**config.mk**
```make
export PLATFORM = sky130hd
export DESIGN_NAME = bsg_activation_rr_sched
export DESIGN_NICKNAME = d
export VERILOG_FILES = /design/src/rtl/bsg_activation_rr_sched.sv
export SDC_FILE = /design/constraint.sdc
export NUM_CORES = 1
export LEC_CHECK = 0
export CAP_MARGIN = 25
export CORE_AREA = 4 4 78 116
export CTS_CLUSTER_DIAMETER = 200
export DETAILED_ROUTE_END_ITERATION = 10
export DIE_AREA = 0 0 82 120
export MAX_ROUTING_LAYER = met4
export PLACE_DENSITY = 0.81
export SYNTH_ARGS = -nofsm -noshare
export SYNTH_HDL_FRONTEND = slang
export SYNTH_SLANG_ARGS = --single-unit
```
**constraint.sdc**
```tcl
create_clock -name clk_i -period 1.8 [get_ports clk_i]
set_clock_uncertainty 0.1 [all_clocks]
set_input_delay 0.18 -clock clk_i [delete_from_list [all_inputs] [get_ports clk_i]]
set_output_delay 0.18 -clock clk_i [all_outputs]
set_load 0.01 [all_outputs]
```
**src/rtl/bsg_activation_rr_sched.sv**
```systemverilog
// Round-robin front end for one shared iterative activation unit.
// Exactly one request is in flight; the answer returns to the requester that issued it.
module bsg_activation_rr_sched #(
    parameter int num_req_p   = 4,
    parameter int ang_width_p = 21,
    parameter int ans_width_p = 32,
    localparam int tag_width_lp = (num_req_p > 1) ? $clog2(num_req_p) : 1
) (
    input  logic                               clk_i,
    input  logic                               reset_n_i,
    input  logic [num_req_p-1:0]               req_v_i,
    input  logic [num_req_p*ang_width_p-1:0]   req_ang_i,
    output logic [num_req_p-1:0]               req_ready_o,
    output logic [num_req_p-1:0]               resp_v_o,
    output logic [ans_width_p-1:0]             resp_ans_o,
    input  logic [num_req_p-1:0]               resp_yumi_i,
    output logic                               unit_v_o,
    output logic [ang_width_p-1:0]             unit_ang_o,
    input  logic                               unit_ready_i,
    input  logic                               unit_v_i,
    input  logic [ans_width_p-1:0]             unit_ans_i,
    output logic                               unit_yumi_o,
    output logic                               busy_o
);

    typedef enum logic [1:0] {eIDLE, eISSUE, eBUSY, eRETURN} state_e;

    state_e                                  state_r, state_n;
    logic [tag_width_lp-1:0]                 last_r, tag_r, grant_tag;
    logic                                    grant_v;
    logic [ang_width_p-1:0]                  ang_r;
    logic [ans_width_p-1:0]                  ans_r;
    logic [num_req_p-1:0][ang_width_p-1:0]   ang_vec;

    assign ang_vec = req_ang_i;

    // Walk offsets from farthest to nearest so the requester just after last_r wins.
    always_comb begin
        grant_v   = 1'b0;
        grant_tag = '0;
        for (int i = num_req_p; i >= 1; i--) begin
            if (req_v_i[(int'(last_r) + i) % num_req_p]) begin
                grant_v   = 1'b1;
                grant_tag = tag_width_lp'((int'(last_r) + i) % num_req_p);
            end
        end
    end

    always_ff @(posedge clk_i) begin
        if (!reset_n_i) state_r <= eIDLE;
        else            state_r <= state_n;
    end

    always_comb begin
        state_n     = state_r;
        unit_v_o    = 1'b0;
        unit_yumi_o = 1'b0;
        case (state_r)
            eIDLE:   if (grant_v) state_n = eISSUE;
            eISSUE: begin
                unit_v_o = 1'b1;
                if (unit_ready_i) state_n = eBUSY;
            end
            eBUSY: begin
                if (unit_v_i) begin
                    unit_yumi_o = 1'b1;
                    state_n     = eRETURN;
                end
            end
            eRETURN: if (resp_yumi_i[tag_r]) state_n = eIDLE;
            default: state_n = eIDLE;
        endcase
    end

    // Priority pointer moves on response completion only, never on accept.
    always_ff @(posedge clk_i) begin
        if (!reset_n_i) begin
            last_r <= tag_width_lp'(num_req_p - 1);
            tag_r  <= '0;
            ang_r  <= '0;
            ans_r  <= '0;
        end else begin
            if (state_r == eIDLE && grant_v) begin
                tag_r <= grant_tag;
                ang_r <= ang_vec[grant_tag];
            end
            if (state_r == eBUSY && unit_v_i)
                ans_r <= unit_ans_i;
            if (state_r == eRETURN && resp_yumi_i[tag_r])
                last_r <= tag_r;
        end
    end

    for (genvar g = 0; g < num_req_p; g++) begin : g_lane
        assign req_ready_o[g] = (state_r == eIDLE) & grant_v & (grant_tag == tag_width_lp'(g));
        assign resp_v_o[g]    = (state_r == eRETURN) & (tag_r == tag_width_lp'(g));
    end

    assign resp_ans_o = ans_r;
    assign unit_ang_o = ang_r;
    assign busy_o     = (state_r != eIDLE);

    // A unit result outside eBUSY has no owner and would be dropped silently.
    unit_v_outside_busy: assert property (@(posedge clk_i) disable iff (!reset_n_i)
        !(unit_v_i && state_r != eBUSY));

endmodule

```
==> results.md <==
- Total CTS buffers: 9
- Largest net degree at the start of global routing: 36
- WP data required: 1520 ps
- Via count: 3137
- Gr ovfl total: 0
- Clock power share: 27.9%
- Worst reg-to-reg path cell count: 6
- Vias per std cell: 4.89
- Syn_area_per_cell: 8.79 µm²
- Cell variety after synth: 31
- Ports: 192
- Worst hold margin: 302 ps
- Buf/Inv on CP: 2
- VDD IR max: 0.000804 V
- Max FO, Critical Path: 7
- Net Sw Power: 1.78 mW
- GPL Wtd Cong: 0.711
- H-tree depth: 3
- Design area: 5330 µm²
- Initial DRC Count: 152
- Post-Place Setup Slack: -520 ps
- Num rows: 40
- Arr. time, crit path: 1540 ps
- M1 GR Usage: 20.3%
- Setup crit start kind: flip-flop
- Placed cells: 618
- Mapped Nets: 454
- M2 GR Usage: 34.2%
- Final-report hold violation count: 0
- Port bufs: 191
- Nets: 663
- Post-layout min period: 1820 ps
- Final setup margin: -22.6 ps
- Run status: finished with violations
- Syn Inst Count: 321
- Share of layout cells above drive strength 1: 13.8%
- Bufs on Longest Clock Path: 2
- Combinational share of power: 41.3%
- Cell Area, Placed: 4900 µm²
- TritonRoute pass-1 iters: 4
- Sw frac: 31.6%
- Ys Warns: 0
- Initial antenna violation count: 2
- Gr busiest metal: met2
- Final setup fails: 2
- Routed len/inst: 15.9 µm
- Clk pin slew, worst setup/hold paths: 50 ps
- Critical path's slowest cell: dfxtp_4
- Root buf cell: clkbuf_16
- WS Path Type: reg -> out
- Die area: 9840 µm²
- CP most frequent cell: buf_6
- Hold Crit Class: in -> reg
- Slew @ Worst Pin: 399 ps
- Crit-path cells: mux2i_1 -> o22a_1 -> o21ai_4 -> buf_6 -> nor2b_4 -> buf_6
- CTS tree: done
- Final core utilization: 66.6%
- Post-Syn Area: 2820 µm²
- Die X: 82 µm
- Die Span Y: 120 µm
- Core area: 8010 µm²
- Largest stage delay on the critical path: 380 ps
- Leakage: 2.06 nW
- # Max-Cap Violations: 0
- Fmax: 0.549 GHz
- Critical Path End Type: output port
- Clock Latency Late Sink: 320 ps
- Failing checks: setup timing
- Vias in the first global route: 3110
- GR Util met3: 6.38%
- Flop pwr share: 30.8%
- Period utilization: 101%
- Hold depth: 3
- Routed Wire Length: 10.2 mm
- ANT nets after route: 0
- Family with the most delay on the worst path: flip-flops
- Sequential element share of the synthesized area: 41.9%
- DR DRC count: 0
- Max-slew violations: 0
- Worst rel slew slack: 73.4%
- Internal power: 3.85 mW
- GRT Total Usage: 19.8%
- RSZ-0062 raised after global routing: yes
- DP Wirelength: 7.62 mm
- Clk sinks: 59
- P per Cell Area: 1060 nW/µm²
- Levels on crit path: 6
- Synthesized flop and latch total: 59
- Area Overhead vs Synth: 89.0%
- First-pass GRT wire length: 14.7 mm
- Initial core utilization: 35.2%
- Non-Filler Instances: 642
## logic make-up (layout without fill, tap and decap cells)
family                     Yosys count  in the layout  share of synthesized area [%]
DFF                                 59             59                           41.9
muxes                               45             45                           16.4
adders and majority gates            5              5                           2.22
buffers and inverters               30            242                           6.92
and+or+nand+nor                    118            120                           17.3
AOI/OAI and AO/OA                   64             64                           15.3
other                                0              2                              0
## registers in the layout, indices dropped and copies added, names as in the netlist
register	cells
state_r	2
tag_r	2
resp_ans_o	32
last_r	2
unit_ang_o	21
## worst paths after layout
path | start | endpoint | slack, ps
min reg2reg | resp_ans_o[4] | resp_ans_o[4] | 350
min | unit_ans_i[16] | resp_ans_o[16] | 300
max | last_r[1] | req_ready_o[1] | -20
max reg2reg | last_r[1] | unit_ang_o[0] | 50
## power groups by stage
stage	logic, mW	registers [mW]	clock network (mW)
2_1_floorplan	0.894	1.84	0
3_3_place_gp	2.12	1.74	0
3_5_place_dp	2.16	1.75	0
4_1_cts	2.17	1.73	1.61
5_1_grt	2.51	1.76	1.67
6_report	2.32	1.73	1.57
## layout by cell type (no fill, tap or decap), drive strengths merged
master         Yosys  routed
nor3b              1       1
clkinvlp           0       1
nor2               5       5
nand2             94      94
clkbuf            11      11
nor4               1       1
a31oi              1       1
and3               2       2
o21ai              2       2
buf                9      29
ha                 5       5
diode              0       2
nand2b             5       5
clkdlybuf4s50      0     176
a21oi             35      35
o221ai            21      21
a222oi             1       1
or3                1       3
nor3               2       2
nor2b              1       1
o22a               1       1
dfxtp             59      59
clkinv             0       4
a21boi             2       2
and2               1       1
inv               10      10
mux2i             44      44
mux4               1       1
nand3              5       5
a211oi             1       1
dlygate4sd2        0      11
## cell type report
type / count / area, µm²
tap: 105 / 131
antenna: 2 / 5.00
timing repair buffer: 216 / 2130
clock buffer: 11 / 253
clock inverter: 5 / 27.5
multi-input combinational: 234 / 1560
inverter: 10 / 37.5
fill: 638 / 2680
sequential: 59 / 1190
## synthesized netlist by cell type
cell      number  area (µm²)
inv_1          8        30.0
buf_6          2        22.5
a21boi_1       2        15.0
mux4_2         1        22.5
and3_1         2        12.5
o221ai_1      20         175
a222oi_1       1        10.0
clkbuf_1      11        41.3
nor2b_1        1        6.26
mux2i_1       44         440
or3_4          1        11.3
buf_12         4        80.1
a31oi_1        1        6.26
nor3_1         2        10.0
nand3_1        5        25.0
o21ai_2        2        17.5
a21oi_1       35         175
o22a_1         1        8.76
nor3b_1        1        7.51
ha_1           5        62.6
nor4_1         1        6.26
dfxtp_1       59        1180
nand2_1       94         353
a211oi_1       1        7.51
buf_2          2        10.0
buf_1          1        3.75
o221ai_2       1        15.0
and2_1         1        6.26
nor2_1         5        18.8
inv_2          2        7.51
nand2b_1       5        31.3
## routing by layer
metal  vias up  part of all wire [%]
met5         -                     0
met4         0                   2.0
met3        15                    12
met2       151                    50
met1      1421                    36
li1       1550                     -
## through the flow
stage / power, mW / setup TNS (ps)
after global routing: 5.95 / -794
after detailed placement: 3.91 / -11050
after global placement: 3.86 / -8630
final: 5.63 / -22.8
after floorplan: 2.73 / 0
after CTS: 5.51 / -155
## tightest hold or removal path: stages
cell	delay [ps]
clkdlybuf4s50_1	390
nand2_1	50
a21oi_1	50
## what timing repair did
action,CTS,global route
hold buffers,0,0
endpoints found under the setup margin,33,28
pin swaps,6,6
setup buffers,2,2
cloned,0,2
endpoints found under the hold margin,0,0
resized for setup,40,22
(Power assumes the default switching activity.)
